**src/rtl/if_fetch_if.sv**
```systemverilog
// Fetch-stage bus bundle: control from the pipeline, byte-wide RAM port,
// and the pc/inst pair handed to the IF/ID register.
interface if_fetch_if #(
  parameter int unsigned ADDR_W = 32,
  parameter int unsigned INST_W = 32
);
  logic              stall_in;
  logic              branch_in;
  logic [ADDR_W-1:0] branch_target_in;
  logic              mem_busy_in;
  logic [7:0]        mem_din_in;
  logic [ADDR_W-1:0] mem_a_out;
  logic              mem_rd_out;
  logic [ADDR_W-1:0] pc_out;
  logic [INST_W-1:0] inst_out;
  logic              inst_valid_out;

  modport master (
    input  stall_in, branch_in, branch_target_in, mem_busy_in, mem_din_in,
    output mem_a_out, mem_rd_out, pc_out, inst_out, inst_valid_out
  );

  modport slave (
    output stall_in, branch_in, branch_target_in, mem_busy_in, mem_din_in,
    input  mem_a_out, mem_rd_out, pc_out, inst_out, inst_valid_out
  );
endinterface

```
**src/rtl/if_fetch.sv**
```systemverilog
// Instruction fetch: reads four little-endian bytes per instruction from a
// shared byte RAM port, holds the result under stall, restarts on redirect.
module if_fetch #(
  parameter int unsigned       ADDR_W   = 32,
  parameter int unsigned       INST_W   = 32,
  parameter logic [ADDR_W-1:0] RESET_PC = '0
) (
  input  logic         clk_in,
  input  logic         rst_in,
  if_fetch_if.master   bus
);

  localparam int unsigned CNT_W   = 3;
  localparam int unsigned RECV_W  = 2;
  localparam int unsigned N_BYTES = 4;

  typedef enum logic {FETCH, HOLD} state_t;

  state_t                   state;
  logic [ADDR_W-1:0]        fetch_pc;
  logic [CNT_W-1:0]         issue_cnt;
  logic [RECV_W-1:0]        recv_cnt;
  logic                     issued_q;
  logic [2:0][7:0]          byte_q;
  logic [ADDR_W-1:0]        pc_q;
  logic [INST_W-1:0]        inst_q;
  logic                     valid_q;
  logic                     rd_c;

  // Issue a byte read only while fetching, port free and no redirect pending.
  assign rd_c = (state == FETCH) && (issue_cnt < CNT_W'(N_BYTES))
                && !bus.mem_busy_in && !bus.branch_in;

  assign bus.mem_rd_out     = rd_c;
  assign bus.mem_a_out      = fetch_pc + ADDR_W'(issue_cnt);
  assign bus.pc_out         = pc_q;
  assign bus.inst_out       = inst_q;
  assign bus.inst_valid_out = valid_q;

  // Fetch sequencing; a redirect overrides everything including completion.
  always_ff @(posedge clk_in or negedge rst_in) begin
    if (!rst_in) begin
      state     <= FETCH;
      fetch_pc  <= RESET_PC;
      issue_cnt <= '0;
      recv_cnt  <= '0;
      issued_q  <= 1'b0;
      byte_q    <= '0;
      pc_q      <= '0;
      inst_q    <= '0;
      valid_q   <= 1'b0;
    end else if (bus.branch_in) begin
      state     <= FETCH;
      fetch_pc  <= {bus.branch_target_in[ADDR_W-1:2], 2'b00};
      issue_cnt <= '0;
      recv_cnt  <= '0;
      issued_q  <= 1'b0;
      valid_q   <= 1'b0;
    end else begin
      case (state)
        FETCH: begin
          if (rd_c) issue_cnt <= issue_cnt + CNT_W'(1);
          issued_q <= rd_c;
          if (issued_q) begin
            // Last byte goes straight into the word rather than the buffer.
            if (recv_cnt == RECV_W'(N_BYTES - 1)) begin
              inst_q  <= INST_W'({bus.mem_din_in, byte_q[2], byte_q[1], byte_q[0]});
              pc_q    <= fetch_pc;
              valid_q <= 1'b1;
              state   <= HOLD;
            end else begin
              byte_q[recv_cnt] <= bus.mem_din_in;
              recv_cnt         <= recv_cnt + RECV_W'(1);
            end
          end
        end
        HOLD: begin
          if (!bus.stall_in) begin
            valid_q   <= 1'b0;
            fetch_pc  <= fetch_pc + ADDR_W'(N_BYTES);
            issue_cnt <= '0;
            recv_cnt  <= '0;
            issued_q  <= 1'b0;
            state     <= FETCH;
          end
        end
        default: state <= FETCH;
      endcase
    end
  end

endmodule

```
**src/flat_wrapper.sv**
```systemverilog
// flat-port wrapper written by rule: the top's interface ports become plain ports
module if_fetch_flat 
#(
  parameter int unsigned       ADDR_W   = 32,
  parameter int unsigned       INST_W   = 32,
  parameter logic [ADDR_W-1:0] RESET_PC = '0
)
  (clk_in, rst_in, bus_stall_in, bus_branch_in, bus_branch_target_in, bus_mem_busy_in, bus_mem_din_in, bus_mem_a_out, bus_mem_rd_out, bus_pc_out, bus_inst_out, bus_inst_valid_out);
  if_fetch_if #(.ADDR_W(ADDR_W), .INST_W(INST_W)) bus_i ();
  input  logic clk_in;
  input  logic rst_in;
  input wire logic [$bits(bus_i.stall_in)-1:0] bus_stall_in;
  input wire logic [$bits(bus_i.branch_in)-1:0] bus_branch_in;
  input wire logic [$bits(bus_i.branch_target_in)-1:0] bus_branch_target_in;
  input wire logic [$bits(bus_i.mem_busy_in)-1:0] bus_mem_busy_in;
  input wire logic [$bits(bus_i.mem_din_in)-1:0] bus_mem_din_in;
  output wire logic [$bits(bus_i.mem_a_out)-1:0] bus_mem_a_out;
  output wire logic [$bits(bus_i.mem_rd_out)-1:0] bus_mem_rd_out;
  output wire logic [$bits(bus_i.pc_out)-1:0] bus_pc_out;
  output wire logic [$bits(bus_i.inst_out)-1:0] bus_inst_out;
  output wire logic [$bits(bus_i.inst_valid_out)-1:0] bus_inst_valid_out;
  assign bus_i.stall_in = bus_stall_in;
  assign bus_i.branch_in = bus_branch_in;
  assign bus_i.branch_target_in = bus_branch_target_in;
  assign bus_i.mem_busy_in = bus_mem_busy_in;
  assign bus_i.mem_din_in = bus_mem_din_in;
  assign bus_mem_a_out = bus_i.mem_a_out;
  assign bus_mem_rd_out = bus_i.mem_rd_out;
  assign bus_pc_out = bus_i.pc_out;
  assign bus_inst_out = bus_i.inst_out;
  assign bus_inst_valid_out = bus_i.inst_valid_out;
  if_fetch #(.ADDR_W(ADDR_W), .INST_W(INST_W), .RESET_PC(RESET_PC)) u_core (.clk_in(clk_in), .rst_in(rst_in), .bus(bus_i));
endmodule
```
**config.mk**
```make
export PLATFORM = sky130hd
export DESIGN_NAME = if_fetch_flat
export DESIGN_NICKNAME = d
export VERILOG_FILES = /design/src/rtl/if_fetch_if.sv /design/src/rtl/if_fetch.sv /design/src/flat_wrapper.sv
export SDC_FILE = /design/constraint.sdc
export NUM_CORES = 1
export LEC_CHECK = 0
export CORE_MARGIN = 2
export CORE_UTILIZATION = 50
export CTS_CLUSTER_SIZE = 8
export DETAILED_ROUTE_END_ITERATION = 12
export PLACE_DENSITY_LB_ADDON = 0.25
export SETUP_SLACK_MARGIN = 0.3
export SYNTH_ARGS = -nofsm -noshare
export SYNTH_HDL_FRONTEND = slang
export SYNTH_SLANG_ARGS = --single-unit
```
**constraint.sdc**
```tcl
create_clock -name clk_in -period 2.2 [get_ports clk_in]
set_input_delay 0.22 -clock clk_in [delete_from_list [all_inputs] [get_ports clk_in]]
set_output_delay 0.22 -clock clk_in [all_outputs]
set_load 0.05 [all_outputs]
```
; ---- Word-level counts from Yosys, hierarchy flattened
; Cells that the tools add are included.
[op_classes]
addsub = 4
n_lt_le_gt_ge = 3
eq_ne = 7
n_mux = 27
n_bitwise = 3
reduce_logical = 13
[ops]
columns = cell, n
row1 = $mux W32, 3
row2 = $add A32 B3 Y32, 1
row3 = $add A32 B3 Y32 const B, 1
row4 = $bwmux W24, 1
row5 = $demux W8 S2, 1
row6 = $ne A3 B3 Y1 const B, 4
row7 = $mux W1, 9
row8 = $mux W3, 3
row9 = $mux W2, 4
row10 = $mux W8, 1
row11 = $reduce_and A4 Y1, 2
row12 = $pmux W1 S2, 3
row13 = $pmux W3 S2, 1
row14 = $reduce_and A3 Y1, 2
row15 = $logic_and A1 B1 Y1, 4
row16 = $pmux W2 S2, 1
row17 = $reduce_and A2 Y1, 2
row18 = $add A3 B1 Y3 const B, 1
row19 = $lt A2 B3 Y1 const B, 1
row20 = $lt A3 B3 Y1 const B, 1
row21 = $ne A3 B2 Y1 const B, 1
row22 = $not A1 Y1, 3
row23 = $add A2 B1 Y2 const B, 1
row24 = $eq A2 B2 Y1 const B, 1
row25 = other kinds (4), 5
[totals]
regBits = 128
input_bits = 45
out_inout_bits = 98

; ---- Depth between registers and ports, before layout
; Gate-level depths: netlist of run 1.
[depth]
depth_word = 7
ltp_mapped = 6
depth_no_buf = 5

; ---- Worst setup path before layout of run 1
; Ideal clock, no wire load.
[synth_timing]
path_type = reg-to-output
startpoint = register u_core.fetch_pc[2]
endpoint = output port bus_mem_a_out[25]
arrival_time_ns = 2.478
required_ns = 1.980
path_slack_ns = -0.498
stages_incl_launch_ff = 6
cell_sequence = dfrtp_1 > fa_1 > nand3_1 > nor4_2 > nand4_1 > xnor2_1
[synth_between]
elab_chain_len = 1
[synth_rtl]
columns = item, line
row1 = from (decl), if_fetch.sv:20  ; logic [ADDR_W-1:0] fetch_pc;
row2 = from (signal assigned), if_fetch.sv:54  ; fetch_pc <= {bus.branch_target_in[ADDR_W-1:2], 2'b00};
row3 = from (signal assigned), if_fetch.sv:80  ; fetch_pc <= fetch_pc + ADDR_W'(N_BYTES);
row4 = $add A32 B3 Y32, if_fetch.sv:35  ; assign bus.mem_a_out = fetch_pc + ADDR_W'(issue_cnt);
row5 = to (decl), flat_wrapper.sv:17  ; output wire logic [$bits(bus_i.mem_a_out)-1:0] bus_mem_a_out;
; No other way between the ends.

; ---- Worst setup path after layout of run 1
[layout_timing]
startpoint = register u_core.fetch_pc[15]
endpoint = output port bus_mem_a_out[25]
; Same word-level chain as after synthesis.

==> run summary, run 1 <==
Status: finished with violations
Violated checks: setup timing
Initial antenna violation count: 0
Ant diodes: 0
Final TNS setup: -3.93 ns
Die area: 0.0128 mm^2
Crit-path max FO: 5
Setup-failing EPs final: 24
DRT antenna net count: 0
Critical path endpoint category: output pin
WL/cell: 23.4 um
RSZ-0062 raised after global routing: true
Placed inst area: 0.00852 mm^2
Worst skew pair latency: 0.43 ns
Total grt overflow: 0
DRT Wirelength: 20.8 mm
Vias/cell: 6.03
Fin util: 0.869
Commonest non-fill, non-tap cell in the layout: dfrtp_1
Clock transition at path regs: 0.06 ns
Synthesis-stage register bit count: 124
Max Freq: 404 MHz
H-tree Lvls: 4
Crit Path Class: flop to output pin
Cell total after placement: 815
Avg Cell Area, Syn: 11.4 um^2
Initial core utilization: 0.519
Final net count: 788
CTS tree: done
Layout cell share with drive strength beyond 1: 0.452
Root Driver: clkbuf_16
Met2 wire length: 10.6 mm
Setup crit start kind: flop
First-pass GRT wire length: 28.7 mm
Die X-Extent: 113 um
Hold Fails Final Rpt: 0
Largest net degree at the start of global routing: 125
Final min period: 2.48 ns
Number of synthesized flops with an enable pin: 0
Final Instance Area: 0.0100 mm^2
Drt first pass iters: 6
Max-slew headroom: 0.528
Cell variety after synth: 45
Synth Flop Type: dfrtp_1
DP HPWL: 10.8 mm
Routability congestion estimate from global placement: 0.890
Non-Filler Instances: 890
Post-synth ARST share: 1.00
Worst slew pin tran: 0.708 ns
CORE AREA: 0.0115 mm^2
Final worst slack: -0.276 ns
Sequential share of the synthesized area: 0.519
Total track usage: 0.288
Worst Hold Slack: 0.375 ns
DR top layer: met4
Ys Warns: 0
Metal-1 WL: 7.98 mm
Main area contributors after synthesis: dfrtp_1 52%, mux2_2 16%, xnor2_1 4.5%
Syn-to-layout area delta: 67.4%
Pwr Total: 7.23 mW
IO Pins: 143
Min-Delay Path Class: input pin to flop
Post-synth top area cell: dfrtp_1
Commonest cells after routing, fill and taps aside: 113 x dfrtp_1, 105 x clkdlybuf4s50_1, 86 x mux2_2
Top-area cell type share of the netlist area: 0.519
Pwr per Cell Area: 723 mW/mm^2
Synth Instances: 526
Worst Path Required: 1.98 ns
Post-Route Skew: 0.0114 ns
Max Buffers Root-to-Sink: 2
Post-Synthesis Cell Area: 0.00597 mm^2
DR vias: 5367
Met3 WL: 1.34 mm
# Max-Cap Violations: 0
Num Clock Sinks: 124
Maximum VDD drop: 0.619 mV
# rows: 39
Port Buffers: 138
Violation count after the first detailed-route iteration: 513
Worst slack, placed: -0.0867 ns
Max Slew Vio Count: 0
Vias in the first global route: 5409
CTS Buf Count: 17
Final worst-path cycle share: 1.13
Die Ht: 113 um
P_leak: 4.35 nW
WP data arrival: 2.26 ns
DRC: 0
[registers in the layout, summed over array words and instances, names as in the netlist]
name                       count
u_core.bus.pc_out             30
u_core.fetch_pc               30
u_core.issued_q                1
u_core.recv_cnt                2
u_core.state                   1
u_core.bus.inst_out           32
u_core.bus.inst_valid_out      1
u_core.byte_q                 24
u_core.issue_cnt               3
[kinds of logic after synthesis]
logic type	Yosys count	share of synthesized area
AOI/OAI and AO/OA	57	0.0559
xor gates and xnor gates	42	0.0616
adders and majority gates	8	0.0180
buffers and inverters	41	0.0318
DFF	124	0.519
muxes	88	0.165
other	1	0.000628
and+or+nand+nor	165	0.147
[per-layer routing]
layer | vias to the layer above | track usage
li1 | 2296 | -
met2 | 290 | 0.484
met4 | 0 | 0.120
met5 | - | 0
met1 | 2709 | 0.363
met3 | 72 | 0.0648
[final timing paths]
path                       slack (ns)  cells past startpoint                    start                     end
hold reg to reg                  0.50                      1   u_core.bus.inst_out[8]  u_core.bus.inst_out[8]
hold / removal                   0.38                      3  bus_branch_target_in[2]      u_core.fetch_pc[2]
setup / recovery                -0.28                      7      u_core.fetch_pc[15]       bus_mem_a_out[25]
min in group asynchronous        0.41                      3                   rst_in   u_core.bus.pc_out[14]
max in group asynchronous        1.19                      3                   rst_in     u_core.fetch_pc[20]
setup reg to reg                -0.13                      8       u_core.fetch_pc[5]     u_core.fetch_pc[15]
[area by class of cell]
type	count	area, um^2
Timing Repair Buffer	225	2500
Clock inverter	13	191
Inverter	4	15.0
Tap cell	143	179
Sequential cell	124	3120
Fill cell	494	1510
Multi-Input combinational cell	363	3560
Clock buffer	18	439
[Yosys cell counts, types with 2 or more instances]
| cell | number |
|---|---|
| or2_2 | 3 |
| nor3_1 | 8 |
| or4_4 | 2 |
| o31ai_1 | 5 |
| a22oi_1 | 2 |
| buf_1 | 3 |
| or4_1 | 7 |
| nor4_2 | 2 |
| buf_2 | 10 |
| nand3_1 | 19 |
| inv_1 | 4 |
| nand4_1 | 15 |
| buf_4 | 4 |
| a31oi_1 | 15 |
| nor2_1 | 30 |
| nand3b_1 | 2 |
| o21ai_0 | 24 |
| a211o_1 | 2 |
| xor2_1 | 11 |
| nand4_2 | 2 |
| and4_1 | 3 |
| a21oi_1 | 6 |
| xnor2_1 | 31 |
| mux2i_1 | 2 |
| mux2_2 | 86 |
| nand2_1 | 42 |
| nor4_1 | 4 |
| clkbuf_1 | 18 |
| dfrtp_1 | 124 |
| or3_1 | 12 |
| ha_1 | 7 |
| and3_1 | 6 |
| nor2b_1 | 3 |
[worst max-delay path, stage by stage, from the launching register on]
cell and delay, ns:
dfrtp_1 0.40, nand4_1 0.23, buf_4 0.23, nor2_1 0.16
buf_4 0.21, nand4_1 0.19, xnor2_2 0.23, buf_12 0.16
[power by group]
part	total, mW	leakage (nW)	switching, mW	internal [mW]
registers	2.64	1.61	0.169	2.47
clock network	3.04	0.299	1.12	1.93
logic	1.55	2.45	0.843	0.710
total	7.23	4.35	2.13	5.10
[repair_timing]
item | 4_1_cts | 5_1_grt
hold buffers | 1 | 0
pin swaps | 18 | 37
setup endpoints to repair | 66 | 51
gates resized for setup | 57 | 64
cloned | 1 | 1
hold endpoints to repair | 124 | 0
buffers inserted | 23 | 18
(Power assumes the default switching activity.)
==> run 2, diff against run 1 <==
- CORE_UTILIZATION: 50 -> 35
- CTS_CLUSTER_SIZE: 8 -> not set
- SLEW_MARGIN: not set -> 40
==> run summary, run 2 (synthesis results as in run 1) <==
Comb power frac: 0.216 (was 0.215)
Fin util: 0.620 (was 0.869)
CTS tree: done (unchanged)
Maximum VDD drop: 0.508 mV (was 0.619 mV)
Max reg flops: 32 (unchanged)
WP data arrival: 2.21 ns (was 2.26 ns)
First-pass GRT wire length: 28.0 mm (was 28.7 mm)
Hold Fails Final Rpt: 0 (unchanged)
Total track usage: 0.199 (was 0.288)
Die X-Extent: 135 um (was 113 um)
Routability congestion estimate from global placement: 0.875 (was 0.890)
Syn-to-layout area delta: 72.7% (was 67.4%)
CORE AREA: 0.0166 mm^2 (was 0.0115 mm^2)
Worst skew pair latency: 0.42 ns (was 0.43 ns)
Commonest cells after routing, fill and taps aside: 114 x dfrtp_1, 104 x clkdlybuf4s50_1, 84 x mux2_2 (was 113 x dfrtp_1, 105 x clkdlybuf4s50_1, 86 x mux2_2)
Largest net degree at the start of global routing: 46 (was 125)
# Max-Cap Violations: 0 (unchanged)
CP Buf/Inv Count: 4 (was 3)
WL/cell: 19.2 um (was 23.4 um)
Violation count after the first detailed-route iteration: 256 (was 513)
IO Pins: 143 (unchanged)
Drt first pass iters: 4 (was 6)
Crit-path max FO: 5 (unchanged)
RSZ-0062 raised after global routing: true (unchanged)
CTS Buf Count: 17 (unchanged)
Placed inst area: 0.00868 mm^2 (was 0.00852 mm^2)
Num Clock Sinks: 124 (unchanged)
P_leak: 4.48 nW (was 4.35 nW)
Worst slew pin tran: 0.595 ns (was 0.708 ns)
Slowest cell on crit path: dfrtp_2 (was dfrtp_1)
Final net count: 801 (was 788)
Violated checks: setup timing (unchanged)
Setup crit start kind: flop (unchanged)
Ant diodes: 0 (unchanged)
Max-slew headroom: 0.603 (was 0.528)
Final TNS setup: -3.82 ns (was -3.93 ns)
Vias in the first global route: 5310 (was 5409)
Power Internal: 4.93 mW (was 5.10 mW)
Delay-heaviest family, CP: buffers and inverters (unchanged)
Initial antenna violation count: 0 (unchanged)
Final worst slack: -0.235 ns (was -0.276 ns)
Worst Path Required: 1.98 ns (about the same)
Worst slack, placed: -0.102 ns (was -0.0867 ns)
DRC: 0 (unchanged)
DRT Wirelength: 18.8 mm (was 20.8 mm)
Cell total after placement: 899 (was 815)
Setup-failing EPs final: 32 (was 24)
Root Driver: clkbuf_16 (unchanged)
Pwr per Cell Area: 677 mW/mm^2 (was 723 mW/mm^2)
Critical path endpoint category: output pin (unchanged)
Crit Path Class: flop to output pin (unchanged)
Net switching power: 2.06 mW (was 2.13 mW)
Switch share: 0.294 (about the same)
Layout fillers: 1242 (was 494)
Layout cell share with drive strength beyond 1: 0.451 (was 0.452)
Final worst-path cycle share: 1.11 (was 1.13)
Max Buffers Root-to-Sink: 2 (unchanged)
Final min period: 2.43 ns (was 2.48 ns)
DR vias: 5127 (was 5367)
# rows: 47 (was 39)
Post-Route Skew: 0.0105 ns (was 0.0114 ns)
H-tree Lvls: 4 (unchanged)
Initial core utilization: 0.359 (was 0.519)
Vias/cell: 5.23 (was 6.03)
DRT antenna net count: 0 (unchanged)
Port Buffers: 138 (unchanged)
Commonest non-fill, non-tap cell in the layout: dfrtp_1 (unchanged)
Total grt overflow: 0 (unchanged)
Final Instance Area: 0.0103 mm^2 (was 0.0100 mm^2)
CP peak stage delay: 0.43 ns (was 0.40 ns)
Clk pwr share: 0.409 (was 0.421)
Seq pwr share: 0.374 (was 0.364)
CP Cell Sequence: fa_2, nand3_4, nor4_4, buf_4, clkbuf_16, buf_6, nand2_4, xnor2_4, buf_12 (was nand4_1, buf_4, nor2_1, buf_4, nand4_1, xnor2_2, buf_12)
Clock transition at path regs: 0.06 ns (about the same)
Min-Delay Path Class: input pin to async pin (was input pin to flop)
Status: finished with violations (unchanged)
DP HPWL: 11.9 mm (was 10.8 mm)
Non-Filler Instances: 981 (was 890)
Die area: 0.0181 mm^2 (was 0.0128 mm^2)
Die Ht: 135 um (was 113 um)
Max Slew Vio Count: 0 (unchanged)
Max Freq: 411 MHz (was 404 MHz)
==> run 2: cell count changes in the layout (fill, tap and decap cells not counted), sizes merged <==
cell           delta
clkinv            -1
clkdlybuf4s50     -1
inv               +5
dlygate4sd2       +1
bufinv            -2
buf               +7
clkbuf            +7
clkinvlp          -2
==> run 2: power by group through the flow <==
stage / sequential (mW) / combinational, mW / clock [mW]
floorplan: 2.72 / 0.677 / 0
global placement: 2.63 / 1.38 / 0
detailed placement: 2.64 / 1.40 / 0
CTS: 2.61 / 1.46 / 2.91
global route: 2.63 / 1.60 / 3.05
finish: 2.61 / 1.51 / 2.86
==> run 2: layer usage <==
layer  wire [um]  track usage  vias up
li1            -            -     2325
met1        7760        0.241     2604
met2        9780        0.349      174
met3         984       0.0541       24
met4         262       0.0550        0
met5           0            0        -
==> run 2: final timing paths <==
kind | slack, ns | cells after the start | startpoint | end
min in group clk_in | 0.35 | 3 | bus_branch_target_in[10] | u_core.fetch_pc[10]
hold / removal | 0.35 | 2 | rst_in | u_core.bus.pc_out[14]
max in group asynchronous | 1.16 | 3 | rst_in | u_core.fetch_pc[7]
hold reg to reg | 0.50 | 1 | u_core.byte_q[4] | u_core.byte_q[4]
setup reg to reg | -0.12 | 9 | u_core.fetch_pc[2] | u_core.fetch_pc[30]
setup / recovery | -0.23 | 9 | u_core.issue_cnt[2] | bus_mem_a_out[17]
==> run 2: cell type report <==
class	count	area (um^2)	area share
Sequential cell	124	3120	0.302
Timing Repair Buffer	238	2760	0.267
Clock buffer	19	453	0.0439
Multi-Input combinational cell	363	3550	0.344
Tap cell	220	275	0.0267
Clock inverter	13	151	0.0147
Inverter	4	15.0	0.00146
==> run 2: timing repair <==
item | in CTS | in global routing
cloned | 0 | 10
hold endpoints to repair | 38 | 0
hold buffers | 1 | 0
endpoints found under the setup margin | 67 | 135
resized for setup | 60 | 54
setup buffers | 21 | 18
pin swaps | 21 | 38
==> run 2: metrics by stage <==
| stage | total power [mW] | hold WS, ns |
|---|---|---|
| 4_1_cts | 6.98 | 0.343 |
| 6_report | 6.99 | 0.352 |
| 3_3_place_gp | 4.00 | 0.260 |
| 3_5_place_dp | 4.04 | 0.266 |
| 2_1_floorplan | 3.40 | -0.0756 |
| 5_1_grt | 7.28 | 0.379 |
==> run 3, diff against run 2 <==
--- a/config.mk
+++ b/config.mk
@@ -11,5 +11,5 @@
 export PLACE_DENSITY_LB_ADDON = 0.25
 export SETUP_SLACK_MARGIN = 0.3
-export SLEW_MARGIN = 40
+export SLEW_MARGIN = 10
 export SYNTH_ARGS = -nofsm -noshare
 export SYNTH_HDL_FRONTEND = slang
==> constraint.sdc (replaced) <==
create_clock -name clk_in -period 2.2 [get_ports clk_in]
set_input_delay 0.44 -clock clk_in [delete_from_list [all_inputs] [get_ports clk_in]]
set_output_delay 0.44 -clock clk_in [all_outputs]
set_load 0.05 [all_outputs]
==> run summary, run 3 (synthesis results as in run 1) <==
Status: finished with violations (unchanged)
Violated checks: setup timing (unchanged)
Routability congestion estimate from global placement: 0.835 (was 0.875)
Final net count: 795 (was 801)
Layout cell share with drive strength beyond 1: 0.438 (was 0.451)
Crit-path max FO: 8 (was 5)
Vias in the first global route: 5200 (was 5310)
Max Slew Vio Count: 0 (unchanged)
Violation count after the first detailed-route iteration: 408 (was 256)
Port Buffers: 138 (unchanged)
Delay-heaviest family, CP: simple AND/OR/NAND/NOR gates (was buffers and inverters)
Die area: 0.0181 mm^2 (unchanged)
Largest net degree at the start of global routing: 71 (was 46)
Placed inst area: 0.00882 mm^2 (was 0.00868 mm^2)
Layout fillers: 1308 (was 1242)
Final worst-path cycle share: 1.20 (was 1.11)
Root Driver: clkbuf_16 (unchanged)
Die X-Extent: 135 um (unchanged)
Die Ht: 135 um (unchanged)
Final min period: 2.63 ns (was 2.43 ns)
Final Instance Area: 0.0100 mm^2 (was 0.0103 mm^2)
Critical path endpoint category: output pin (unchanged)
Final worst slack: -0.434 ns (was -0.235 ns)
DRT Wirelength: 17.2 mm (was 18.8 mm)
Setup crit start kind: flop (unchanged)
# rows: 47 (unchanged)
Syn-to-layout area delta: 67.6% (was 72.7%)
Commonest cells after routing, fill and taps aside: 115 x dfrtp_1, 86 x mux2_2, 67 x buf_4 (was 114 x dfrtp_1, 104 x clkdlybuf4s50_1, 84 x mux2_2)
Crit Path Class: flop to output pin (unchanged)
Max reg flops: 32 (unchanged)
RSZ-0062 raised after global routing: true (unchanged)
Worst slew pin tran: 0.546 ns (was 0.595 ns)
Initial antenna violation count: 0 (unchanged)
Vias/cell: 5.09 (was 5.23)
CTS Buf Count: 17 (unchanged)
Num Clock Sinks: 124 (unchanged)
DRT antenna net count: 0 (unchanged)
Worst Path Required: 1.76 ns (was 1.98 ns)
IO Pins: 143 (unchanged)
Max-slew headroom: 0.637 (was 0.603)
Worst skew pair latency: 0.43 ns (was 0.42 ns)
Total track usage: 0.199 (about the same)
# Max-Cap Violations: 0 (unchanged)
CTS tree: done (unchanged)
Post-Route Skew: 0.00666 ns (was 0.0105 ns)
H-tree Lvls: 4 (unchanged)
WP data arrival: 2.19 ns (was 2.21 ns)
Maximum VDD drop: 0.563 mV (was 0.508 mV)
Initial core utilization: 0.359 (unchanged)
CP Buf/Inv Count: 2 (was 4)
First-pass GRT wire length: 28.0 mm (about the same)
DRC: 0 (unchanged)
Min-Delay Path Class: input pin to async pin (unchanged)
CP Cell Sequence: fa_2, nand3_4, nor4_4, buf_12, nand4_1, xnor2_4, buf_12 (was fa_2, nand3_4, nor4_4, buf_4, clkbuf_16, buf_6, nand2_4, xnor2_4, buf_12)
CP peak stage delay: 0.42 ns (was 0.43 ns)
Clock transition at path regs: 0.06 ns (about the same)
P_leak: 4.62 nW (was 4.48 nW)
Drt first pass iters: 4 (unchanged)
Total grt overflow: 0 (unchanged)
Pwr per Cell Area: 681 mW/mm^2 (was 677 mW/mm^2)
Hold Fails Final Rpt: 0 (unchanged)
Slowest cell on crit path: dfrtp_2 (unchanged)
CORE AREA: 0.0166 mm^2 (unchanged)
DP HPWL: 11.9 mm (about the same)
Max Freq: 380 MHz (was 411 MHz)
Ant diodes: 0 (unchanged)
Most used cell, CP: buf_12
WL/cell: 17.6 um (was 19.2 um)
Setup-failing EPs final: 29 (was 32)
Max Buffers Root-to-Sink: 2 (unchanged)
DR vias: 4959 (was 5127)
Commonest non-fill, non-tap cell in the layout: dfrtp_1 (unchanged)
Final TNS setup: -8.14 ns (was -3.82 ns)
-- run 3: cell types whose count changed in the layout (fill, tap and decap cells not counted), moves of 4 or more --
cell,previous run,this run
dlygate4sd2_1,1,65
clkbuf_16,24,18
nand2_4,7,3
inv_8,0,6
clkdlybuf4s50_1,104,41
buf_4,61,67
nand2_1,31,38
buf_6,25,16
-- run 3: where the power goes --
part | switching, mW | internal [mW] | total (mW)
Sequential | 0.137 | 2.46 | 2.60
Clock | 1.20 | 1.50 | 2.70
Combinational | 0.812 | 0.704 | 1.52
Total | 2.15 | 4.67 | 6.82
-- run 3: layout make-up --
| type | instances | area, um^2 | area share |
|---|---|---|---|
| clock buffer | 17 | 425 | 0.0425 |
| clock inverter | 15 | 143 | 0.0143 |
| inverter | 4 | 15.0 | 0.00150 |
| multi-input combinational | 363 | 3530 | 0.353 |
| sequential | 124 | 3110 | 0.311 |
| tap | 220 | 275 | 0.0275 |
| timing repair buffer | 232 | 2500 | 0.250 |
-- run 3: final timing paths --
check | startpoint | to | slack, ns | cells after the start
min in group clk_in | u_core.bus.pc_out[16] | u_core.bus.pc_out[16] | 0.50 | 1
max reg2reg | u_core.fetch_pc[2] | u_core.fetch_pc[30] | -0.07 | 8
max in group asynchronous | rst_in | u_core.fetch_pc[2] | 1.27 | 3
min | rst_in | u_core.bus.pc_out[10] | 0.37 | 2
max | u_core.fetch_pc[2] | bus_mem_a_out[25] | -0.43 | 7
min reg2reg | u_core.bus.pc_out[16] | u_core.bus.pc_out[16] | 0.50 | 1
-- run 3: timing repair --
action / CTS / global route
cloned: 1 / 0
gates resized for setup: 124 / 47
buffers inserted: 15 / 9
hold buffers: 1 / 0
setup endpoints to repair: 111 / 75
hold endpoints to repair: 1 / 0
pin swaps: 27 / 30
-- run 3: layer usage --
metal / up-vias / wire [um] / global-route usage
met3: 26 / 984 / 0.0537
met4: 0 / 360 / 0.0772
met1: 2474 / 7140 / 0.248
li1: 2306 / - / -
met5: - / 0 / 0
met2: 153 / 8720 / 0.330
-- run 3: metrics by stage --
step / util / std cells / hold WS, ns / total power, mW / setup WS (ns)
detailed placement: 0.530 / 917 / 0.247 / 4.08 / -0.369
global placement: 0.530 / 917 / 0.248 / 4.05 / -0.346
global route: 0.601 / 975 / 0.367 / 7.08 / -0.511
CTS: 0.585 / 966 / 0.356 / 6.83 / -0.426
floorplan: - / 528 / 0.144 / 3.41 / -0.0728
finish: 0.601 / 975 / 0.370 / 6.82 / -0.434
